===== src/rtl/method_test_pkg.sv =====
// Shared types and helpers for the method test driver: FSM state encoding,
// default counter width and grace-counter sizing.
package method_test_pkg;

    localparam int MTD_CNT_W = 32;

    typedef enum logic [2:0] {
        RST_WIN  = 3'd0,
        WAIT_REQ = 3'd1,
        REQ      = 3'd2,
        BUSY     = 3'd3,
        DONE     = 3'd4
    } mtd_state_t;

    // Width able to hold 0..GRACE; never narrower than one bit.
    function automatic int grace_w(input int grace);
        return (grace < 1) ? 1 : $clog2(grace + 1);
    endfunction

endpackage


===== src/rtl/mtd_timer.sv =====
// Saturating up-counter with synchronous clear (priority over enable).
module mtd_timer #(
    parameter int CNT_W = 32
) (
    input  logic             clk,
    input  logic             rst,
    input  logic             en,
    input  logic             clr,
    output logic [CNT_W-1:0] q
);

    always_ff @(posedge clk) begin
        if (rst || clr) begin
            q <= '0;
        end else if (en && (q != {CNT_W{1'b1}})) begin
            q <= q + 1'b1;
        end
    end

endmodule


===== src/rtl/method_test_driver.sv =====
// Stimulus/check stage for a generated method port: windowed DUT reset, req/busy
// handshake, pass/timeout report. Define MTD_CYCLES_EN to add the cycles output.
module method_test_driver
    import method_test_pkg::*;
#(
    parameter int             CNT_W     = MTD_CNT_W,
    parameter logic [CNT_W-1:0] RST_START = 3,
    parameter logic [CNT_W-1:0] RST_END   = 8,
    parameter logic [CNT_W-1:0] REQ_DELAY = 100,
    parameter int             GRACE     = 5,
    parameter logic [CNT_W-1:0] TIMEOUT   = 200000000
) (
    input  logic             clk,
    input  logic             reset,
    output logic             dut_reset,
    output logic             test_req,
    input  logic             test_busy,
    input  logic             test_return,
    output logic             done,
    output logic             pass,
    output logic             timed_out
`ifdef MTD_CYCLES_EN
    ,
    output logic [CNT_W-1:0] cycles
`endif
);

    localparam int GW = grace_w(GRACE);
    localparam logic [GW-1:0] G_LAST = (GRACE > 0) ? GW'(GRACE - 1) : '0;

    mtd_state_t       state;
    mtd_state_t       state_nxt;
    logic [CNT_W-1:0] cnt;
    logic [CNT_W-1:0] cnt_nxt;
    logic [GW-1:0]    grace_cnt;
    logic             running;
    logic             complete;
    logic             tout_hit;

    assign running = (state != DONE);

    mtd_timer #(.CNT_W(CNT_W)) u_main_timer (
        .clk (clk),
        .rst (reset),
        .en  (running),
        .clr (1'b0),
        .q   (cnt)
    );

    // Value the main counter takes at the next edge, so dut_reset lines up with it.
    assign cnt_nxt = (running && (cnt != {CNT_W{1'b1}})) ? cnt + 1'b1 : cnt;

    always_comb begin
        state_nxt = state;
        complete  = 1'b0;
        tout_hit  = 1'b0;
        case (state)
            RST_WIN:  if (cnt > RST_END) state_nxt = WAIT_REQ;
            WAIT_REQ: if (cnt > REQ_DELAY) state_nxt = REQ;
            REQ: begin
                if (test_busy) begin
                    state_nxt = BUSY;
                end else if (grace_cnt == G_LAST) begin
                    complete  = 1'b1;
                    state_nxt = DONE;
                end
            end
            BUSY: begin
                if (!test_busy) begin
                    complete  = 1'b1;
                    state_nxt = DONE;
                end
            end
            default: state_nxt = DONE;
        endcase
        // Completion on the same cycle as the timeout takes precedence.
        if (running && (cnt > TIMEOUT) && !complete) begin
            tout_hit  = 1'b1;
            state_nxt = DONE;
        end
    end

    always_ff @(posedge clk) begin
        if (reset) begin
            state     <= RST_WIN;
            dut_reset <= 1'b0;
            test_req  <= 1'b0;
            done      <= 1'b0;
            pass      <= 1'b0;
            timed_out <= 1'b0;
            grace_cnt <= '0;
        end else begin
            state     <= state_nxt;
            dut_reset <= (cnt_nxt >= RST_START) && (cnt_nxt <= RST_END);
            test_req  <= (state_nxt == REQ) || (state_nxt == BUSY);
            done      <= (state_nxt == DONE);
            grace_cnt <= (state == REQ) ? grace_cnt + 1'b1 : '0;
            if (complete) begin
                pass <= test_return;
            end
            if (tout_hit) begin
                pass      <= 1'b0;
                timed_out <= 1'b1;
            end
        end
    end

`ifdef MTD_CYCLES_EN
    // Counts every cycle test_req is high, including the completion cycle.
    mtd_timer #(.CNT_W(CNT_W)) u_cycle_timer (
        .clk (clk),
        .rst (reset),
        .en  (test_req),
        .clr (tout_hit),
        .q   (cycles)
    );
`endif

endmodule


===== config.mk =====
export PLATFORM = sky130hd
export DESIGN_NAME = method_test_driver
export DESIGN_NICKNAME = d
export VERILOG_FILES = /design/src/rtl/method_test_pkg.sv /design/src/rtl/mtd_timer.sv /design/src/rtl/method_test_driver.sv
export SDC_FILE = /design/constraint.sdc
export NUM_CORES = 1
export LEC_CHECK = 0
export BUFFER_PORTS_ARGS = -buffer_cell sky130_fd_sc_hd__buf_2
export CAP_MARGIN = 20
export CORE_MARGIN = 3
export CORE_UTILIZATION = 65
export DETAILED_ROUTE_END_ITERATION = 10
export PLACE_DENSITY_LB_ADDON = 0.1
export SLEW_MARGIN = 20
export SYNTH_ARGS = -nofsm -noshare
export SYNTH_HDL_FRONTEND = slang
export SYNTH_HIERARCHICAL = 1
export SYNTH_SLANG_ARGS = --single-unit
export TNS_END_PERCENT = 5

===== constraint.sdc =====
create_clock -name clk -period 5.9 [get_ports clk]
set_input_delay 1.18 -clock clk [delete_from_list [all_inputs] [get_ports clk]]
set_output_delay 1.18 -clock clk [all_outputs]
set_load 0.03 [all_outputs]

Word level (Yosys, flattened, before mapping)
Cells that the tools add are included.
Storage, ports and cells
  input bits: 4
  flip-flop bits (word level): 43
  logic and storage cells: 47
  output and inout port bits: 5
Cells by class
  reductions and logical operators: 9
  magnitude comparators: 5
  equal/unequal tests: 9
  muxes and demuxes: 13
  add/subtract/negate cells: 2
  bitwise logic cells: 1
Operators by type and width (count)
  $add 32x1->32 const B: 1
  $ge 32x2->1 const B: 1
  $gt 32x28->1 const B: 1
  $gt 32x4->1 const B: 1
  $gt 32x7->1 const B: 1
  $le 32x4->1 const B: 1
  $mux 32: 1
  $ne 32x32->1 const B: 1
  $mux 3: 6
  $eq 3x2->1 const B: 4
  $pmux 3 s4: 1
  $eq 3x3->1 const B: 2
  $logic_and 1x1->1: 4
  $mux 1: 4
  $reduce_or 2->1: 2
  $add 3x1->3 const B: 1
  $eq 3x1->1 const B: 1
  $logic_not 3->1: 1
  $ne 3x3->1 const B: 1
  $pmux 1 s2: 1
  $logic_not 1->1: 1
  $logic_or 1x1->1: 1
  $not 1->1: 1

Logic depth before layout (Yosys ltp)
Gate-level depths: netlist (run 1).
  word-level depth: 9
  mapped depth: 9
  gate-level depth less buffers: 9

Cells and area by module
Netlist (run 1), hierarchy kept.
By module, submodules not included
  mtd_timer: area an instance 1681.6 um^2, cells each 189, instances 1, seq. area each 640.6 um^2
  method_test_driver: area an instance 1629.1 um^2, cells each 235, instances 1, seq. area each 220.2 um^2

Worst setup path before layout (run 1)
No wires, ideal clock.
  kind: input-to-reg
  start: input port test_busy
  end: register state[0]
  setup slack: 3567 ps
  library setup time: 86 ps
  cell stages on the path: 5
  buffers on the path: 0
  arrival time: 2248 ps
  data required time: 5814 ps
  cell sequence: or4_1 -> nand2_1 -> a311oi_1 -> nand2b_1 -> a211oi_1
Between the ends
  cells in the longest elaborated chain, start to end: 5
RTL lines
  start, declared: line method_test_driver.sv:17  | input logic test_busy,
  $mux 1, on equally long branches: line method_test_driver.sv:69, method_test_driver.sv:61
  $pmux 1 s2: line method_test_driver.sv:57  | case (state)
  $logic_not 1->1: line method_test_driver.sv:77  | if (running && (cnt > TIMEOUT) && !complete) begin
  $logic_and 1x1->1: line method_test_driver.sv:77
  $mux 3 *: line method_test_driver.sv:77
  end signal, assigned: line method_test_driver.sv:93  | state <= state_nxt;
  end, declared: line method_test_driver.sv:31  | mtd_state_t state;
Mark *: on every way between the ends. The rest lies on a longest branch, timed or not.
A chain may end at the register's enable or synchronous reset.

Final worst setup path (run 1)
  start: register u_main_timer.q[0]
  end: register dut_reset
Between the ends
  cells in the longest elaborated chain, start to end: 5
RTL lines
  start, declared: line mtd_timer.sv:9  | output logic [CNT_W-1:0] q
  start signal, assigned: line mtd_timer.sv:16  | q <= q + 1'b1;
  parallel branches: the longest is 2 deep, another holds $add 32x1->32
  $mux 32 *
  $ge 32x2->1 or $le 32x4->1 (tied branches): line method_test_driver.sv:94  | dut_reset <= (cnt_nxt >= RST_START) && (cnt_nxt <= RST_END);
  $logic_and 1x1->1 *: line method_test_driver.sv:94
  end signal, assigned: line method_test_driver.sv:94
  end, declared: line method_test_driver.sv:15  | output logic dut_reset,
Every way passes the cells marked *.

==> run_results.csv, run 1 <==
group,metric,value,unit
setup_path,max_stage_delay,570,ps
clock_network,cts-root-buf,"clkbuf_8",
synth,ys.flop_type,"dfxtp_1",
grt,grt_max_degree,33,
clock_network,clock_latency,300,ps
routing,num_vias,3444,
min_path,hold_depth,1,
synth,async_flop_share,0,
clock_network,clock_tree.buffer_depth,2,
floorplan,die-width,77.37,µm
clock_network,cts_tree,"done",
flow_run,max_cap_violations,0,
synth,ys_warn_count,6,
setup_path,crit_fanout,12,
routing,wl,8.999,mm
pwr,powerDensity,150.4,nW/µm²
synth,syn_nets,433,
setup_path,reg2reg_to,"dut_reset",
sta,tightest_slew,824.1,ps
synth,ys_types,76,
sta,setup_viol,0,
sta,hold_violations,0,
clock_network,clk_pin_slew,80,ps
place,gp_congestion,0.9509,
floorplan,ios,9,
clock_network,cts_inserted_buffers,5,
synth,syn_inst,424,
finish,antenna_cells,0,
setup_path,worstPathRequired,6100,ps
setup_path,path_class,"reg -> reg",
routing,post_drt_wl_per_cell,18.33,µm
grt,grtUsageMet2,0.4810,
setup_path,cp_cell_sequence,"ha_1, nand3_2, nor4_1, o211ai_1, or4_1, o311ai_1, o211ai_1, nor4_2",
synth,synth_edf_count,0,
finish,fin_nets,432,
min_path,hold_path_startpoint,"grace_cnt[0]",
clock_network,ctsHtreeMaxLevel,2,
grt,grt.total_usage,0.3068,
finish,syn_to_final_growth,3.628,%
synth,yosysSeqAreaShare,0.2600,
place,place_hpwl,6.476,mm
routing,drt_iter0_markers,422,
place,place_ws,3204,ps
grt,grt.overflow.total,0,
setup_path,r2r_cells,8,
finish,mostFrequentLayoutCells,"dfxtp_1, a21oi_1, nor2_1, nand2_1, o21ai_0",
setup_path,reg2reg_setup_slack,3120,ps
sta,grt_setup_unrepaired,"false",
sta,slew_viol_final,0,
setup_path,cp.arrival,2970,ps
sta,clock_skew,8.474,ps
grt,met1_usage,0.4235,
clock_network,post_cts_resized,0,
grt,grt_pass1_wl,15.08,mm
routing,routed_via_density,7.014,
sta,fmax,360.2,MHz
setup_path,crit_buf_inv,0,
setup_path,cp_top_family,"simple AND/OR/NAND/NOR gates",
sta,period_minus_slack,2776,ps
finish,drive_gt1_frac,0.1321,
floorplan,fp-row-count,25,
clock_network,post_cts_buffers,0,
routing,dr.pass1.iters,5,
grt,antenna_found_initial,0,
finish,layout_commonest_cell,"dfxtp_1",
routing,ant_nets,0,
pwr,peakVddDrop,0.0001843,V
setup_path,startpoint_type,"flop",
synth,synth.area.top_cells,"dfxtp_1, a21oi_1, nor2_1",
setup_path,endpoint_kind,"flop",
pwr,leakagePower,1.086,nW
sta,setup_ws,3124,ps
synth,avgSynthCellArea,7.808,µm²
clock_network,cts_hold_buf,0,
floorplan,core-area,4817,µm²
setup_path,path_common_cell,"o211ai_1",
synth,synth_area_leader_cell,"dfxtp_1",
synth,syn_area,3311,µm²
min_path,min_to,"grace_cnt[0]",
setup_path,slowest_stage,"dfxtp_1",
grt,grt.met3_usage,0.06265,
clock_network,cts.sinks,43,
floorplan,die_y,77.37,µm
place,port-buffer-count,8,
routing,drc,0,
sta,slew_headroom,0.4506,
status,status,"finished, final reports clean",
grt,grt_pass1_vias,3081,
grt,busiest_layer,"met2",
floorplan,die-area,5985,µm²
synth,synth_seq_cells,43,
min_path,worst_hold_path_type,"reg -> reg",
floorplan,start_util,0.6873,
setup_path,rr_startpoint,"u_main_timer/q[0]",
sta,fin_crit_sh,0.4706,
synth,synth_top_area_frac,0.2600,
sta,finalSetupTns,0,ps
[cells by family after synthesis]
group                      share of synthesized area
buffers and inverters                        0.05517
and+or+nand+nor                               0.3934
muxes                                       0.009448
xor gates and xnor gates                     0.01587
DFF                                           0.2600
other                                       0.001133
AOI/OAI and AO/OA                             0.2460
adders and majority gates                    0.01890
[cells in the mapped netlist, types with 9 or more instances]
cell type	number
dfxtp_1	43
o31ai_1	10
nand3_1	19
nand2_1	26
nor4_1	9
inv_1	18
nor2_1	30
or4_1	15
or3_1	17
a21oi_1	38
o21ai_0	21
nand4_1	17
nor3_1	12
and4_1	10
[worst reg2reg max path, cell delays in order (launching register included)]
cell and delay [ps]:
dfxtp_1 570, ha_1 350, nand3_2 180, nor4_1 350, o211ai_1 210, or4_1 530
o311ai_1 100, o211ai_1 200, nor4_2 190
[stage by stage]
step                instance area (µm²)  hold WS, ps    util  cells  power, mW
finish                             3431        451.4  0.7122    491     0.5159
global route                       3431        468.4  0.7122    491     0.5320
CTS                                3431        452.7  0.7122    491     0.5207
detailed placement                 3331        438.8  0.6914    483     0.3168
global placement                   3331        431.1  0.6914    483     0.3163
floorplan                          3311        417.3       -    424     0.3123
[area by class of cell]
class | count | area [µm²]
Multi-Input combinational cell | 345 | 2267
Sequential cell | 43 | 860.8
Inverter | 19 | 71.32
Tap cell | 67 | 83.83
Fill cell | 413 | 1386
Clock buffer | 8 | 100.1
Timing Repair Buffer | 9 | 47.55
[layer usage]
| layer | vias up | share of wire |
|---|---|---|
| li1 | 1648 | - |
| met1 | 1579 | 0.43 |
| met2 | 187 | 0.46 |
| met3 | 30 | 0.082 |
| met4 | 0 | 0.026 |
| met5 | - | 0 |
[sequential cells by signal, summed over array words and instances, names as in the netlist]
name,flops
done,1
dut_reset,1
grace_cnt,3
pass,1
state,3
test_req,1
timed_out,1
u_main_timer/q,32
[report_power, final]
group,switching [mW],internal (mW)
clock,0.0988,0.107
combinational,0.0109,0.00603
sequential,0.00219,0.291
total,0.112,0.404
[worst max path at each step]
| stage | from | endpoint | slack [ps] | cells past startpoint |
|---|---|---|---|---|
| 2_1_floorplan | test_busy | state[0] | 3570 | 5 |
| 3_3_place_gp | test_busy | state[0] | 3280 | 6 |
| 3_5_place_dp | u_main_timer/q[1] | dut_reset | 3200 | 8 |
| 4_1_cts | u_main_timer/q[0] | dut_reset | 3170 | 8 |
| 5_1_grt | u_main_timer/q[0] | dut_reset | 2970 | 8 |
| 6_report | u_main_timer/q[0] | dut_reset | 3120 | 8 |
Note: power is estimated with default switching activity, not from simulation.
==> run 2, diff against run 1 <==
--- a/config.mk
+++ b/config.mk
@@ -8,7 +8,7 @@
 export BUFFER_PORTS_ARGS = -buffer_cell sky130_fd_sc_hd__buf_2
 export CAP_MARGIN = 20
 export CORE_MARGIN = 3
-export CORE_UTILIZATION = 65
+export CORE_UTILIZATION = 57
 export DETAILED_ROUTE_END_ITERATION = 10
 export PLACE_DENSITY_LB_ADDON = 0.1
 export SLEW_MARGIN = 20
==> constraint.sdc (replaced) <==
create_clock -name clk -period 2.5 [get_ports clk]
set_input_delay 0.5 -clock clk [delete_from_list [all_inputs] [get_ports clk]]
set_output_delay 0.5 -clock clk [all_outputs]
set_load 0.03 [all_outputs]
==> run 2 against run 1 <==
  * Cell count grew 8.6%
  * Combinational power grew to 2.9 times the previous value
  * Largest power group unchanged
  * Final area grew 9.3%
  * Clock skew grew 4.7 ps
  * Non-clock buffer count grew 37
  * Global-route usage grew 0.67 points
  * Sequential power grew 130%
  * Worst hold slack gained 7.9 ps
  * Total power grew to 2.5 times the previous value
  * Clock power grew to 2.8 times the previous value
  * Sequential cell count is the same
  * First-iteration DRC count shrank 0.71%
==> run_results.csv, run 2 (same netlist as run 1, synthesis figures left out) <==
group,metric,value,unit
status,status,"finished, final reports clean",
pwr,powerDensity,350.2,nW/µm²
pwr,leakagePower,1.295,nW
sta,hold_violations,0,
floorplan,die_y,82.21,µm
grt,grt.total_usage,0.3134,
finish,regMostFlops,"u_main_timer/q",
routing,routed_via_density,6.790,
setup_path,crit_buf_inv,0,
routing,wl,10.15,mm
min_path,hold_path_startpoint,"reset",
setup_path,crit_fanout,9,
grt,grt_pass1_vias,3272,
finish,largest_reg_flops,32,
grt,antenna_found_initial,0,
floorplan,start_util,0.5939,
setup_path,path_common_cell,"o211ai_1",
routing,drc,0,
place,place_ws,124.2,ps
sta,period_minus_slack,2404,ps
grt,grt_max_degree,33,
clock_network,cts_hold_buf,0,
finish,nFillCells,514,
finish,fin_nets,469,
setup_path,cp_cell_sequence,"nand4_4, nor4_1, o211ai_1, or4_1, o311ai_1, o211ai_1, nor4_2",
setup_path,cp.arrival,2610,ps
place,place_hpwl,7.479,mm
setup_path,path_class,"reg -> reg",
flow_run,max_cap_violations,0,
clock_network,cts.sinks,43,
routing,num_vias,3619,
grt,grt_pass1_wl,16.33,mm
clock_network,post_cts_resized,0,
finish,fin_area,3750,µm²
floorplan,die-width,82.21,µm
setup_path,startpoint,"u_main_timer/q[7]",
clock_network,post_cts_buffers,0,
clock_network,cts_tree,"done",
floorplan,core-area,5574,µm²
setup_path,cp_top_family,"simple AND/OR/NAND/NOR gates",
pwr,fin_total_pwr,1.313,mW
min_path,worst_hold_path_type,"in -> reg",
sta,fmax,415.9,MHz
sta,grt_setup_unrepaired,"true",
sta,setup_ws,95.81,ps
sta,slew_headroom,0.5062,
place,place_area,3615,µm²
setup_path,endpoint_kind,"flop",
clock_network,clock_tree.buffer_depth,2,
setup_path,slowest_stage,"dfxtp_1",
clock_network,cts-root-buf,"clkbuf_8",
setup_path,worstPathRequired,2700,ps
clock_network,cts_inserted_buffers,5,
sta,setup_viol,0,
finish,top_regs,"u_main_timer/q: 32 flops, grace_cnt: 3 flops, state: 3 flops",
clock_network,clk_pin_slew,90,ps
place,port-buffer-count,8,
clock_network,clock_latency,300,ps
pwr,peakVddDrop,0.0003190,V
sta,tightest_slew,740.6,ps
setup_path,rr_startpoint,"u_main_timer/q[7]",
sta,slew_viol_final,0,
routing,dr.pass1.iters,5,
finish,drive_gt1_frac,0.2169,
sta,clock_skew,13.19,ps
sta,fin_crit_sh,0.9617,
finish,mostFrequentLayoutCells,"dfxtp_1, a21oi_1, buf_4, nor2_1, nand2_1",
setup_path,max_stage_delay,570,ps
finish,syn_to_final_growth,13.27,%
setup_path,startpoint_type,"flop",
place,gp_congestion,0.9798,
routing,ant_nets,0,
floorplan,fp-row-count,27,
grt,grt.overflow.total,0,
floorplan,die-area,6758,µm²
clock_network,ctsHtreeMaxLevel,2,
routing,drt_iter0_markers,419,
floorplan,ios,9,
finish,layout_commonest_cell,"dfxtp_1",
finish,antenna_cells,0,
routing,post_drt_wl_per_cell,19.04,µm
## run 2: changes by cell type in the layout (fill, tap and decap cells not counted), sizes merged
| cell | before | now |
|---|---|---|
| bufinv | 0 | 1 |
| clkinv | 0 | 1 |
| buf | 9 | 46 |
| clkbuf | 8 | 6 |
## run 2: final cells by class
| class | count | area, µm² | area share |
|---|---|---|---|
| Timing Repair Buffer | 46 | 325.3 | 0.08675 |
| Clock inverter | 2 | 35.03 | 0.009343 |
| Tap cell | 72 | 90.09 | 0.02402 |
| Sequential cell | 43 | 865.8 | 0.2309 |
| Multi-Input combinational cell | 345 | 2280 | 0.6079 |
| Inverter | 19 | 71.32 | 0.01902 |
| Clock buffer | 6 | 82.58 | 0.02202 |
## run 2: power breakdown
part / switching [mW] / total (mW) / leakage [nW] / internal [mW]
clock network: 0.253 / 0.576 / 0.0612 / 0.324
logic: 0.0326 / 0.0490 / 0.885 / 0.0165
registers: 0.00118 / 0.688 / 0.349 / 0.687
total: 0.286 / 1.31 / 1.29 / 1.03
## run 2: worst paths after layout
check	slack [ps]	end	depth (start not counted)
worst max register to register	100	dut_reset	7
worst max-delay path	100	dut_reset	7
worst min-delay path	460	done	2
worst min register to register	460	grace_cnt[0]	1
## run 2: per-stage QoR
step | hold WS, ps | setup TNS, ps | cells | util
after floorplan | 417.3 | 0 | 424 | -
after detailed placement | 449.8 | 0 | 525 | 0.6485
after global routing | 461.0 | -28.43 | 533 | 0.6727
after global placement | 433.3 | 0 | 525 | 0.6485
final | 459.3 | 0 | 533 | 0.6727
after CTS | 460.6 | 0 | 533 | 0.6696
## run 2: per-layer routing
metal | part of all wire | global-route usage
met5 | 0 | 0
met4 | 0.036 | 0.1196
met3 | 0.081 | 0.05857
met2 | 0.44 | 0.4920
met1 | 0.44 | 0.4232
